===== src/rtl/mandelbrot_pixel_scheduler.sv =====
// Mandelbrot frame scheduler: raster-order coordinate generation, dispatch to NUM_ENG
// iteration engines, and tag-ordered retirement into a ready/valid pixel stream.
module mandelbrot_pixel_scheduler #(
   parameter int NUM_ENG = 4,
   parameter int COORD_W = 32,
   parameter int ITER_W  = 16,
   parameter int DIM_W   = 12
) (
   input  logic                      clk,
   input  logic                      reset_n,
   input  logic                      start,
   input  logic [COORD_W-1:0]        real_min,
   input  logic [COORD_W-1:0]        imag_min,
   input  logic [COORD_W-1:0]        real_step,
   input  logic [COORD_W-1:0]        imag_step,
   input  logic [DIM_W-1:0]          width,
   input  logic [DIM_W-1:0]          height,
   output logic                      busy,
   output logic [NUM_ENG-1:0]        eng_start,
   output logic [COORD_W-1:0]        eng_c_re,
   output logic [COORD_W-1:0]        eng_c_im,
   input  logic [NUM_ENG-1:0]        eng_done,
   input  logic [NUM_ENG*ITER_W-1:0] eng_iter,
   output logic                      pixel_valid,
   input  logic                      pixel_ready,
   output logic [DIM_W-1:0]          pixel_x,
   output logic [DIM_W-1:0]          pixel_y,
   output logic [ITER_W-1:0]         pixel_iter,
   output logic                      pixel_last,
   output logic                      frame_done
);
   localparam int IDX_W = $clog2(NUM_ENG);
   localparam int TAG_W = IDX_W + 1;

   typedef enum logic [1:0] {ST_IDLE, ST_RUN, ST_DRAIN, ST_DONE} state_e;
   typedef enum logic [1:0] {SL_FREE, SL_BUSY, SL_HELD} slot_e;

   state_e             state_q, state_d;
   logic [DIM_W-1:0]   width_q, width_d, height_q, height_d, x_q, x_d, y_q, y_d;
   logic [COORD_W-1:0] real_min_q, real_min_d, real_step_q, real_step_d, imag_step_q, imag_step_d;
   logic [COORD_W-1:0] c_re_q, c_re_d, c_im_q, c_im_d;
   logic [TAG_W-1:0]   disp_seq_q, disp_seq_d, ret_seq_q, ret_seq_d;

   slot_e              slot_st_q   [NUM_ENG];
   slot_e              slot_st_d   [NUM_ENG];
   logic [TAG_W-1:0]   slot_tag_q  [NUM_ENG];
   logic [TAG_W-1:0]   slot_tag_d  [NUM_ENG];
   logic [DIM_W-1:0]   slot_x_q    [NUM_ENG];
   logic [DIM_W-1:0]   slot_x_d    [NUM_ENG];
   logic [DIM_W-1:0]   slot_y_q    [NUM_ENG];
   logic [DIM_W-1:0]   slot_y_d    [NUM_ENG];
   logic [ITER_W-1:0]  slot_iter_q [NUM_ENG];
   logic [ITER_W-1:0]  slot_iter_d [NUM_ENG];

   logic               free_ok_s, dispatch_s, ret_ok_s, hs_s, last_disp_s, ret_last_s;
   logic [IDX_W-1:0]   disp_idx_s, ret_idx_s;
   logic [DIM_W-1:0]   x_last_s, y_last_s;

   assign x_last_s = width_q - DIM_W'(1);
   assign y_last_s = height_q - DIM_W'(1);

   // Scanning downward leaves the lowest matching index selected.
   always_comb begin
      free_ok_s  = 1'b0;
      disp_idx_s = '0;
      ret_ok_s   = 1'b0;
      ret_idx_s  = '0;
      for (int i = NUM_ENG - 1; i >= 0; i--) begin
         if (slot_st_q[i] == SL_FREE) begin
            free_ok_s  = 1'b1;
            disp_idx_s = IDX_W'(i);
         end else begin
            free_ok_s  = free_ok_s;
         end
         if (slot_st_q[i] == SL_HELD && slot_tag_q[i] == ret_seq_q) begin
            ret_ok_s  = 1'b1;
            ret_idx_s = IDX_W'(i);
         end else begin
            ret_ok_s  = ret_ok_s;
         end
      end
   end

   assign dispatch_s  = free_ok_s && (state_q == ST_RUN);
   assign hs_s        = ret_ok_s && pixel_ready;
   assign last_disp_s = dispatch_s && (x_q == x_last_s) && (y_q == y_last_s);
   assign ret_last_s  = ret_ok_s && (slot_x_q[ret_idx_s] == x_last_s) && (slot_y_q[ret_idx_s] == y_last_s);

   assign busy        = (state_q == ST_RUN) || (state_q == ST_DRAIN);
   assign frame_done  = (state_q == ST_DONE);
   assign eng_start   = dispatch_s ? ({{(NUM_ENG-1){1'b0}}, 1'b1} << disp_idx_s) : '0;
   assign eng_c_re    = dispatch_s ? c_re_q : '0;
   assign eng_c_im    = dispatch_s ? c_im_q : '0;
   assign pixel_valid = ret_ok_s;
   assign pixel_x     = ret_ok_s ? slot_x_q[ret_idx_s] : '0;
   assign pixel_y     = ret_ok_s ? slot_y_q[ret_idx_s] : '0;
   assign pixel_iter  = ret_ok_s ? slot_iter_q[ret_idx_s] : '0;
   assign pixel_last  = ret_last_s;

   // Frame FSM, raster scan and incremental coordinate generation.
   always_comb begin
      state_d     = state_q;
      width_d     = width_q;
      height_d    = height_q;
      real_min_d  = real_min_q;
      real_step_d = real_step_q;
      imag_step_d = imag_step_q;
      x_d         = x_q;
      y_d         = y_q;
      c_re_d      = c_re_q;
      c_im_d      = c_im_q;
      disp_seq_d  = dispatch_s ? disp_seq_q + TAG_W'(1) : disp_seq_q;
      ret_seq_d   = hs_s ? ret_seq_q + TAG_W'(1) : ret_seq_q;
      case (state_q)
         ST_IDLE: begin
            if (start) begin
               width_d     = width;
               height_d    = height;
               real_min_d  = real_min;
               real_step_d = real_step;
               imag_step_d = imag_step;
               x_d         = '0;
               y_d         = '0;
               c_re_d      = real_min;
               c_im_d      = imag_min;
               disp_seq_d  = '0;
               ret_seq_d   = '0;
               state_d     = (width == '0 || height == '0) ? ST_DONE : ST_RUN;
            end else begin
               state_d = ST_IDLE;
            end
         end
         ST_RUN: begin
            if (dispatch_s) begin
               if (x_q == x_last_s) begin
                  x_d    = '0;
                  c_re_d = real_min_q;
                  y_d    = y_q + DIM_W'(1);
                  c_im_d = c_im_q + imag_step_q;
               end else begin
                  x_d    = x_q + DIM_W'(1);
                  c_re_d = c_re_q + real_step_q;
               end
               state_d = last_disp_s ? ST_DRAIN : ST_RUN;
            end else begin
               state_d = ST_RUN;
            end
         end
         ST_DRAIN: begin
            if (hs_s && ret_last_s) begin
               state_d = ST_DONE;
            end else begin
               state_d = ST_DRAIN;
            end
         end
         ST_DONE: state_d = ST_IDLE;
         default: state_d = ST_IDLE;
      endcase
   end

   // Slot lifecycle: FREE -> BUSY on dispatch, BUSY -> HELD on done, HELD -> FREE on handshake.
   always_comb begin
      for (int i = 0; i < NUM_ENG; i++) begin
         slot_st_d[i]   = slot_st_q[i];
         slot_tag_d[i]  = slot_tag_q[i];
         slot_x_d[i]    = slot_x_q[i];
         slot_y_d[i]    = slot_y_q[i];
         slot_iter_d[i] = slot_iter_q[i];
         if (dispatch_s && disp_idx_s == IDX_W'(i)) begin
            slot_st_d[i]  = SL_BUSY;
            slot_tag_d[i] = disp_seq_q;
            slot_x_d[i]   = x_q;
            slot_y_d[i]   = y_q;
         end else if (slot_st_q[i] == SL_BUSY && eng_done[i]) begin
            slot_st_d[i]   = SL_HELD;
            slot_iter_d[i] = eng_iter[i*ITER_W +: ITER_W];
         end else if (hs_s && ret_idx_s == IDX_W'(i)) begin
            slot_st_d[i] = SL_FREE;
         end else begin
            slot_st_d[i] = slot_st_q[i];
         end
      end
   end

   // State registers.
   always_ff @(posedge clk or negedge reset_n) begin
      if (!reset_n) begin
         state_q     <= ST_IDLE;
         width_q     <= '0;
         height_q    <= '0;
         real_min_q  <= '0;
         real_step_q <= '0;
         imag_step_q <= '0;
         x_q         <= '0;
         y_q         <= '0;
         c_re_q      <= '0;
         c_im_q      <= '0;
         disp_seq_q  <= '0;
         ret_seq_q   <= '0;
         for (int i = 0; i < NUM_ENG; i++) begin
            slot_st_q[i]   <= SL_FREE;
            slot_tag_q[i]  <= '0;
            slot_x_q[i]    <= '0;
            slot_y_q[i]    <= '0;
            slot_iter_q[i] <= '0;
         end
      end else begin
         state_q     <= state_d;
         width_q     <= width_d;
         height_q    <= height_d;
         real_min_q  <= real_min_d;
         real_step_q <= real_step_d;
         imag_step_q <= imag_step_d;
         x_q         <= x_d;
         y_q         <= y_d;
         c_re_q      <= c_re_d;
         c_im_q      <= c_im_d;
         disp_seq_q  <= disp_seq_d;
         ret_seq_q   <= ret_seq_d;
         for (int i = 0; i < NUM_ENG; i++) begin
            slot_st_q[i]   <= slot_st_d[i];
            slot_tag_q[i]  <= slot_tag_d[i];
            slot_x_q[i]    <= slot_x_d[i];
            slot_y_q[i]    <= slot_y_d[i];
            slot_iter_q[i] <= slot_iter_d[i];
         end
      end
   end
endmodule


===== config.mk =====
export PLATFORM = sky130hd
export DESIGN_NAME = mandelbrot_pixel_scheduler
export DESIGN_NICKNAME = d
export VERILOG_FILES = /design/src/rtl/mandelbrot_pixel_scheduler.sv
export SDC_FILE = /design/constraint.sdc
export NUM_CORES = 1
export LEC_CHECK = 0
export ABC_CLOCK_PERIOD_IN_PS = 3000
export BUFFER_PORTS_ARGS = -buffer_cell sky130_fd_sc_hd__buf_2
export CAP_MARGIN = 10
export CORE_MARGIN = 3
export CORE_UTILIZATION = 35
export CTS_BUF_LIST = sky130_fd_sc_hd__clkbuf_4 sky130_fd_sc_hd__clkbuf_8 sky130_fd_sc_hd__clkbuf_16
export DETAILED_ROUTE_END_ITERATION = 12
export GPL_ROUTABILITY_DRIVEN = 0
export PLACE_DENSITY = 0.53
export SYNTH_ARGS = -nofsm -noshare
export SYNTH_HDL_FRONTEND = slang
export SYNTH_SLANG_ARGS = --single-unit

===== constraint.sdc =====
create_clock -name clk -period 3 [get_ports clk]
set_clock_uncertainty 0.2 [all_clocks]
set_input_delay 0 -clock clk [delete_from_list [all_inputs] [get_ports clk]]
set_output_delay 0 -clock clk [all_outputs]
set_load 0.05 [all_outputs]

==> results.cfg, run 1 <==
[routing]
drtPass1Iterations = 5
routed_wl_mm = 88.84
final_antenna_net_count = 0
vias = 23080
drc = 0
wl_per_cell_um = 19.90
drtIter0Drc = 1493
detail_route.vias_per_cell = 5.171

[logic_synthesis]
syn_avg_cell_area_um2 = 9.399
netlist_area_um2 = 21820
synth_fp_nets = 2620
yosysWarnings = 0
synth-edff-count = 0
synth_cell_types = 76
async_reset_ff_frac = 1.000
yosysSeqAreaShare = 0.4541
ys_seq_elements = 396
syn_inst = 2322
yosys_most_used_dff = dfrtp_1

[sta]
hold_violations = 0
period_needed_ns = 3.838
rsz0062_at_grt = yes
worst_slack_ns = -0.8382
period_share = 1.279
drv_slew = 0
relSlewSlack = 0.4088
fin_hold_ws_ns = 0.03100
fmax_ghz = 0.2605
setup_viol_count_final = 113
tightest_slew_ns = 0.8645

[clocking]
clock_latency_ns = 0.60
cts-htree-levels = 2
clockBufferDepth = 3
cts.sink_count = 396
cts_buffers = 49
root_buffer = clkbuf_16
cts_tree = done
path_clk_slew_ns = 0.06

[worst_setup_path]
worst_ep_arrival_time_ns = 3.64
required_ns = 2.80
setup.worst_path.start = ret_seq_q[1]$_DFF_PN0_
critPathCaptureType = output pin
reg2reg_from = ret_seq_q[1]$_DFF_PN0_
path_cells = buf_6 -> xor2_2 -> or4_4 -> a31oi_4 -> buf_8 -> buf_16 -> buf_6 -> nor2_4 -> nor3_4 -> xor2_1 -> nand4_1 -> nor4_4 -> buf_4 -> buf_8
worstRegToRegCells = 24
critPathMaxStageDelay_ns = 0.49
regToRegEndpoint = slot_st_q[5]$_DFFE_PN0P_
start_kind = flip-flop
path_buf_inv = 6
cp_max_fo = 7
crit_slowest_cell = or4_4
rrSetupSlack_ns = -0.73
crit_type = flip-flop to output pin
cp_top_family = simple AND/OR/NAND/NOR gates

[global_route]
grt_usage = 0.2597
grt_pass1_wl_mm = 137.0
antenna_found_initial = 6
grt_pass1_vias = 25010
grt_max_degree = 117
grt_overflow = 0

[placement]
port_buffers = 335
dp.final_hpwl_mm = 52.30
place_area_um2 = 26780
place_ws_ns = -0.5543

[final_layout]
areaGrowthSynthToFinish_pct = 74.33
postLayoutCellArea_um2 = 38050
nets = 3889
finish.utilization = 0.6234
drive_gt1_frac = 0.3565

[die]
die-width_um = 255.7
die-area_um2 = 65390
fp-row-count = 90
dieHeight_um = 255.7
start_util = 0.3576
fp.coreArea_um2 = 61030
io_pins = 336

[hold_path]
holdPathStages = 4
worstHoldStart = imag_min[10]
min_to = c_im_q[10]$_DFFE_PN0P_
hold_path_class = input pin to flip-flop

[power_and_ir_drop]
leakage_nw = 17.92
peakVddDrop_mv = 0.7975
p_per_area_nw_per_um2 = 1436

[outcome]
outcome = finished, violations left
violations = setup timing

[flow_run]
maxCapViolCount = 0
[kinds of logic (layout without fill, tap and decap cells)]
kind of cell | Yosys count | in the layout | share of synthesized area
buffers and inverters | 174 | 1481 | 0.03234
flip-flops | 396 | 396 | 0.4541
adder cells (fa/ha/maj) | 74 | 74 | 0.04311
other | 0 | 6 | 0
multiplexers | 197 | 197 | 0.1003
XOR/XNOR | 152 | 152 | 0.06364
AND/OR/NAND/NOR | 931 | 932 | 0.1890
AO/OA/AOI/OAI | 398 | 398 | 0.1175
[metal layers]
metal / vias to the layer above / track usage / share of wire
met4: 2 / 0.1197 / 0.046
met2: 855 / 0.4565 / 0.50
met5: - / 0 / 0.000079
li1: 10580 / - / -
met1: 11390 / 0.3147 / 0.41
met3: 259 / 0.03720 / 0.051
[through the flow]
stage	power (W)	setup TNS (ns)	std cells
CTS	0.05070	-18.37	4424
detailed placement	0.03665	-14.16	3663
global placement	0.03628	-11.66	3663
global route	0.05765	-33.47	4463
finish	0.05465	-17.18	4464
floorplan	0.02612	-1.550	2322
[synthesized netlist by cell type (10+ instances only)]
library cell / number / share of area
o21ai_0: 107 / 0.025
nor2b_1: 13 / 0.0037
inv_1: 36 / 0.0062
a211oi_1: 17 / 0.0058
buf_2: 12 / 0.0028
clkbuf_1: 117 / 0.020
o221ai_1: 12 / 0.0048
dfrtp_1: 396 / 0.45
o211ai_1: 23 / 0.0079
nand2b_1: 10 / 0.0029
nor4_1: 21 / 0.0060
and2_1: 67 / 0.019
o21a_1: 15 / 0.0052
nand3_1: 25 / 0.0057
mux2_2: 173 / 0.089
o22ai_1: 21 / 0.0060
xnor2_1: 85 / 0.034
ha_1: 72 / 0.041
nand2_1: 519 / 0.089
nor3_1: 34 / 0.0078
xor2_1: 63 / 0.025
and3_1: 15 / 0.0043
a21oi_1: 102 / 0.023
mux2i_1: 24 / 0.011
a21o_1: 26 / 0.0089
a311oi_1: 18 / 0.0072
nand4_1: 19 / 0.0054
nor2_1: 169 / 0.029
[layout make-up]
class	count	area, um2
fill	4720	22990
inverter	37	138.9
clock inverter	28	319.1
antenna	6	15.01
sequential	396	9910
timing repair buffer	1354	12190
multi-input combinational	1753	13070
clock buffer	62	1368
tap	828	1036
[worst max-delay path by stage]
stage	to	slack [ns]	cells after the start
floorplan	state_q[0]$_DFF_PN0_	-0.53	12
global placement	pixel_last	-0.50	11
detailed placement	pixel_last	-0.55	12
CTS	pixel_last	-0.82	13
global route	pixel_last	-1.05	15
finish	pixel_last	-0.84	14
[where the power goes]
| group | total, W | internal [W] | switching (W) |
|---|---|---|---|
| logic | 0.0396 | 0.0188 | 0.0208 |
| registers | 0.00880 | 0.00730 | 0.00150 |
| clock network | 0.00622 | 0.00368 | 0.00254 |
[registers in the layout (all words and copies together), names as in the netlist, 3 cells and up]
register	flops
y_q	12
disp_seq_q	3
c_im_q	32
imag_step_q	32
slot_x_q	48
slot_y_q	48
ret_seq_q	3
slot_iter_q	64
x_q	12
height_q	12
real_min_q	32
c_re_q	32
width_q	12
slot_tag_q	12
slot_st_q	8
real_step_q	32
[placed cells by master (no fill, tap or decap), types with 11 or more instances in the layout]
cell / n
buf_6: 78
a311oi_1: 15
a21oi_2: 21
nor2b_1: 11
o21ai_0: 34
nor2_4: 45
xor2_1: 58
buf_12: 31
buf_2: 289
o21ai_1: 52
mux2i_1: 24
inv_1: 31
a21o_1: 26
nand2_4: 18
nand2_1: 488
o21a_1: 15
nand2_2: 13
buf_4: 304
nor2_1: 115
nand3_1: 13
mux2_2: 172
ha_4: 12
dlygate4sd3_1: 598
a21oi_1: 75
ha_1: 59
o21ai_2: 19
and2_1: 63
nor3_1: 27
clkbuf_16: 58
buf_8: 37
o211ai_1: 23
and3_1: 14
nand4_1: 19
dfrtp_1: 396
clkinv_2: 18
xnor2_1: 75
[worst min-delay path, stage by stage]
cell           delay (ns)
dlygate4sd3_1        0.51
buf_2                0.09
mux2i_1              0.07
o21ai_2              0.11
[repair_timing]
action	CTS	global route
hold buffers	599	0
buffers inserted	69	38
endpoints found under the hold margin	669	0
pin swaps	91	120
gates cloned	6	13
endpoints found under the setup margin	183	202
resized for setup	353	278
No activity file was read; power rests on OpenSTA's default activity.
==> inputs of run 2 (changes only) <==
==> config.mk (replaced) <==
export PLATFORM = sky130hd
export DESIGN_NAME = mandelbrot_pixel_scheduler
export DESIGN_NICKNAME = d
export VERILOG_FILES = /design/src/rtl/mandelbrot_pixel_scheduler.sv
export SDC_FILE = /design/constraint.sdc
export NUM_CORES = 1
export LEC_CHECK = 0
export ABC_AREA = 1
export ABC_CLOCK_PERIOD_IN_PS = 3000
export BUFFER_PORTS_ARGS = -buffer_cell sky130_fd_sc_hd__buf_2
export CAP_MARGIN = 10
export CORE_UTILIZATION = 35
export DETAILED_ROUTE_END_ITERATION = 12
export GPL_ROUTABILITY_DRIVEN = 0
export PLACE_DENSITY = 0.52
export SYNTH_ARGS = -nofsm -noshare
export SYNTH_HDL_FRONTEND = slang
export SYNTH_SLANG_ARGS = --single-unit
==> run 2 against run 1 <==
The run still ends with setup timing left. Final area decreased by 6.9%. Worst hold slack got worse by 0.012 ns. Cell count up 11%. Register-to-register slack improved by 0.83 ns. Flip-flop and latch count is the same. Clock-buffer cell count up 3. Sequential share of layout area is 1.9 points higher. Global-route usage fell by 0.66 points.
==> results.cfg, run 2 <==
[outcome]
outcome = finished, violations left
violations = setup timing

[die]
die-area_um2 = 67430
fp.coreArea_um2 = 65750
io_pins = 336
die-width_um = 259.7
dieHeight_um = 259.7
fp-row-count = 94
start_util = 0.3535

[logic_synthesis]
yosys.area.top_type = dfrtp_1
synth-edff-count = 0
synth_cell_types = 59
yosysMostFrequentCell = nand2_1
yosys_most_used_dff = dfrtp_1
synth_top_area_frac = 0.4264
syn_inst = 3069
netlist_area_um2 = 23240
yosysWarnings = 0
yosysSeqAreaShare = 0.4264
ys_seq_elements = 396
synth_fp_nets = 3367
async_reset_ff_frac = 1.000
syn_avg_cell_area_um2 = 7.572
yosys-top-cells-area = dfrtp_1 43%, nand2_1 14%, o21ai_0 6.2%
yosys-top-cells-count = 845 x nand2_1, 396 x dfrtp_1, 362 x inv_1, 289 x o21ai_0, 264 x nor2_1

[placement]
port_buffers = 335
place_area_um2 = 26820
place_ws_ns = -0.03079
dp.final_hpwl_mm = 56.96

[final_layout]
nFillCells = 5924
finish.utilization = 0.5387
postLayoutCellArea_um2 = 35420
multiInputGateArea_um2 = 12020
reg.largest.list = slot_iter_q x64, slot_x_q x48, slot_y_q x48
largest_reg_flops = 64
drive_gt1_frac = 0.2130
final_common_cell = nand2_1
nets = 4346
register_area_um2 = 9911
largest_register = slot_iter_q
areaGrowthSynthToFinish_pct = 52.40
final_cell_mix = 809 x nand2_1, 529 x dlygate4sd3_1, 395 x dfrtp_1

[global_route]
grt_pass1_wl_mm = 135.2
grt_overflow = 0
grt_max_degree = 134
antenna_found_initial = 7
grt_pass1_vias = 24480
grt_usage = 0.2530

[clocking]
clockBufferDepth = 3
cts-htree-levels = 2
cts_buffers = 47
cts_tree = done
root_buffer = clkbuf_16
path_clk_slew_ns = 0.06
cts.sink_count = 396
clock_latency_ns = 0.62

[sta]
relSlewSlack = 0.3466
period_share = 1.154
setup_viol_count_final = 18
rsz0062_at_grt = yes
fin_hold_ws_ns = 0.01943
period_needed_ns = 3.462
tightest_slew_ns = 0.9777
worst_slack_ns = -0.4624
fmax_ghz = 0.2888
drv_slew = 0
hold_violations = 0

[routing]
drtPass1Iterations = 6
drc = 0
vias = 24570
routed_wl_mm = 88.85
final_antenna_net_count = 0
detail_route.vias_per_cell = 4.959
wl_per_cell_um = 17.93
drtIter0Drc = 1804

[worst_setup_path]
rrSetupSlack_ns = 0.10
start_kind = flip-flop
required_ns = 2.80
crit_type = flip-flop to output pin
critPathCaptureType = output pin
cp_max_fo = 8
worst_ep_arrival_time_ns = 3.26

[hold_path]
hold_path_class = input pin to flip-flop

[flow_run]
maxCapViolCount = 0
==> run 2: cells by family (layout without fill, tap and decap cells) <==
family	Yosys count	count (layout)	synth area share
multiplexers	64	64	0.03101
XOR/XNOR	72	72	0.02778
AND/OR/NAND/NOR	1425	1426	0.2636
AO/OA/AOI/OAI	526	526	0.1231
buffers and inverters	512	1527	0.08760
adder cells (fa/ha/maj)	74	74	0.04049
other	0	6	0
flip-flops	396	396	0.4264
==> run 2: metrics by stage <==
step	TNS (ns)	std cells
final	-5.407	4955
after floorplan	0	3069
after detailed placement	-0.03574	4288
after global placement	0	4288
after CTS	-5.152	4919
after global routing	-9.269	4954
==> run 2: worst max-delay path: stages, from the launching register on <==
cell and delay [ns]:
dfrtp_2 0.47, inv_2 0.08, nand2_1 0.06, nand2_1 0.07, nor2_1 0.13, nand2_2 0.11, nand2_2 0.11, buf_12 0.12
nand2_8 0.10, buf_16 0.18, nand3_1 0.10, buf_4 0.11, nand4_1 0.09, nand2_2 0.09, nand2_1 0.07, nor2_2 0.13
nand2_2 0.09, nor4_4 0.21, buf_4 0.18, buf_12 0.13
==> run 2: area by class of cell <==
type | instances | share of cell area
Inverter | 389 | 0.04169
Clock buffer | 65 | 0.03794
Antenna cell | 6 | 0.0004240
Tap cell | 864 | 0.03052
Multi-Input combinational cell | 2162 | 0.3393
Clock inverter | 21 | 0.006571
Sequential cell | 396 | 0.2798
Timing Repair Buffer | 1052 | 0.2637
==> run 2: final timing paths <==
check                                        start                          end  cells past startpoint
setup / recovery            ret_seq_q[1]$_DFF_PN0_                   pixel_last                     19
hold / removal                           height[2]      height_q[2]$_DFFE_PN0P_                      4
setup reg to reg              state_q[0]$_DFF_PN0_   imag_step_q[1]$_DFFE_PN0P_                      8
hold reg to reg            slot_x_q[6]$_DFFE_PN0P_      slot_x_q[6]$_DFFE_PN0P_                      2
max in group asynchronous                  reset_n  imag_step_q[13]$_DFFE_PN0P_                      5
min in group asynchronous                  reset_n  slot_iter_q[16]$_DFFE_PN0P_                      4
==> run 2: timing repair <==
item | CTS | global route
resized for setup | 74 | 296
gates cloned | 2 | 8
endpoints found under the hold margin | 661 | 0
endpoints found under the setup margin | 53 | 174
pin swaps | 13 | 41
hold buffers | 530 | 0
buffers inserted | 14 | 25
==> run 2: metal layers <==
metal  global-route usage  vias to the layer above  part of all wire
met2               0.4304                      747              0.48
met4              0.07663                        4             0.033
met1               0.3345                    11720              0.44
met5                    0                        -           0.00028
li1                     -                    11910                 -
met3              0.03099                      191             0.047
Power of run 2 is not shown: default switching activity piles up to over one toggle a cycle in this logic, so the estimate is an artifact.
==> inputs of run 3 (changes only) <==
--- a/config.mk
+++ b/config.mk
@@ -9,6 +9,7 @@
 export ABC_CLOCK_PERIOD_IN_PS = 3000
 export BUFFER_PORTS_ARGS = -buffer_cell sky130_fd_sc_hd__buf_2
 export CAP_MARGIN = 10
+export CORE_ASPECT_RATIO = 0.5
 export CORE_UTILIZATION = 35
 export DETAILED_ROUTE_END_ITERATION = 12
 export GPL_ROUTABILITY_DRIVEN = 0
==> run 3 against run 2 <==
The run still ends with setup timing left. First-iteration DRC count fell by 3.8%. Critical path depth fell by 3. Via count fell by 1.8%. Die area barely moved. Register-to-register slack got worse by 0.24 ns. Routed wire length fell by 4.9%. Global-route usage fell by 1.2 points. Final area fell by 2.3%. Sequential share of layout area rose by 0.66 points. Fmax rose by 2.9%. Non-clock buffer count fell by 56.
==> results.cfg, run 3 (synthesis gave the netlist of run 2 again) <==
[final_layout]
final_cell_mix = 820 x nand2_1, 484 x dlygate4sd3_1, 392 x dfrtp_1
final_common_cell = nand2_1
nFillCells = 6058
nets = 4286
largest_reg_flops = 64
drive_gt1_frac = 0.2107
areaGrowthSynthToFinish_pct = 48.95
reg.largest.list = slot_iter_q x64, slot_x_q x48, slot_y_q x48
largest_register = slot_iter_q

[routing]
final_antenna_net_count = 0
detail_route.vias_per_cell = 4.918
routed_wl_mm = 84.54
wl_per_cell_um = 17.23
vias = 24130
drtPass1Iterations = 5
drc = 0
drtIter0Drc = 1735

[global_route]
antenna_found_initial = 0
grt_pass1_vias = 23620
grt_max_degree = 73
grt_overflow = 0
grt_pass1_wl_mm = 129.3
grt_usage = 0.2407

[worst_setup_path]
reg2reg_from = ret_seq_q[0]$_DFF_PN0_
cp_max_fo = 12
worst_ep_arrival_time_ns = 3.17
start_kind = flip-flop
required_ns = 2.80
crit_type = flip-flop to output pin
regToRegEndpoint = state_q[0]$_DFF_PN0_
rrSetupSlack_ns = -0.14
critPathCaptureType = output pin
worstRegToRegCells = 20

[clocking]
clock_latency_ns = 0.58
clockBufferDepth = 3
cts.sink_count = 396
root_buffer = clkbuf_16
cts_tree = done
cts_buffers = 42
path_clk_slew_ns = 0.06
cts-htree-levels = 2

[die]
io_pins = 336
die-area_um2 = 67490
fp.coreArea_um2 = 65320
die-width_um = 366.4
fp-row-count = 66
dieHeight_um = 184.2
start_util = 0.3558

[sta]
drv_slew = 0
fmax_ghz = 0.2971
hold_violations = 0
worst_slack_ns = -0.3660
period_needed_ns = 3.366
rsz0062_at_grt = yes
tightest_slew_ns = 1.025
relSlewSlack = 0.3148
setup_viol_count_final = 18
period_share = 1.122

[placement]
place_ws_ns = -0.06904
dp.final_hpwl_mm = 55.22
port_buffers = 335

[hold_path]
holdPathStages = 4
hold_path_class = input pin to flip-flop
min_to = c_im_q[3]$_DFFE_PN0P_
worstHoldStart = imag_min[3]

[outcome]
outcome = finished, violations left
violations = setup timing

[flow_run]
maxCapViolCount = 0
[run 3: timing repair]
| item | CTS | global route |
|---|---|---|
| hold endpoints to repair | 670 | 0 |
| resized for setup | 32 | 271 |
| gates cloned | 0 | 14 |
| pin swaps | 11 | 40 |
| endpoints found under the setup margin | 50 | 204 |
| hold buffers | 485 | 0 |
| setup buffers | 7 | 20 |
[run 3: through the flow]
stage | utilization | area (um2) | hold WS [ns] | cells | setup TNS [ns]
after floorplan | - | 23250 | -0.4956 | 3069 | 0
after global placement | 0.4110 | 26850 | -0.1681 | 4302 | 0
after detailed placement | 0.4110 | 26850 | -0.1646 | 4302 | -0.1230
after CTS | 0.5102 | 33320 | 0.0004276 | 4869 | -2.895
after global routing | 0.5298 | 34610 | 0.03497 | 4903 | -10.20
final | 0.5299 | 34610 | 0.03461 | 4905 | -2.919
[run 3: final cells by class]
type | instances | area [um2] | area share
Timing Repair Buffer | 996 | 8666 | 0.2504
Inverter | 389 | 1480 | 0.04276
Tap cell | 884 | 1106 | 0.03195
Antenna cell | 2 | 5.005 | 0.0001446
Clock inverter | 21 | 255.2 | 0.007374
Multi-Input combinational cell | 2163 | 12000 | 0.3467
Sequential cell | 396 | 9915 | 0.2864
Clock buffer | 54 | 1186 | 0.03427
[run 3: worst max path at each step]
stage	startpoint	to	slack [ns]	cells past startpoint
5_1_grt	ret_seq_q[0]$_DFF_PN0_	pixel_last	-0.58	16
3_5_place_dp	c_re_q[0]$_DFFE_PN0P_	c_re_q[20]$_DFFE_PN0P_	-0.07	17
3_3_place_gp	real_step_q[2]$_DFFE_PN0P_	c_re_q[19]$_DFFE_PN0P_	0.008	12
6_report	ret_seq_q[0]$_DFF_PN0_	pixel_last	-0.37	16
4_1_cts	ret_seq_q[0]$_DFF_PN0_	pixel_last	-0.44	18
2_1_floorplan	c_im_q[0]$_DFFE_PN0P_	c_im_q[20]$_DFFE_PN0P_	0.19	13
[run 3: critical path, stage by stage, from the launching register on]
cell,delay [ns]
dfrtp_2,0.44
inv_4,0.11
buf_6,0.10
nor2_1,0.03
nor2_1,0.09
nand2_1,0.09
nor2_4,0.22
buf_12,0.20
nand2_2,0.14
o21ai_1,0.17
inv_1,0.09
nand4_1,0.09
nand2_1,0.06
nor2_1,0.11
nand3_2,0.12
nor4_4,0.33
buf_6,0.21
[run 3: layer usage]
metal  vias to the layer above  track usage  share of wire
met5                         -            0              0
met4                         0      0.07665          0.029
li1                      11780            -              -
met3                       159      0.02875          0.044
met1                     11580       0.3204           0.45
met2                       603       0.4089           0.48
Power of run 3 is left out for the same reason.
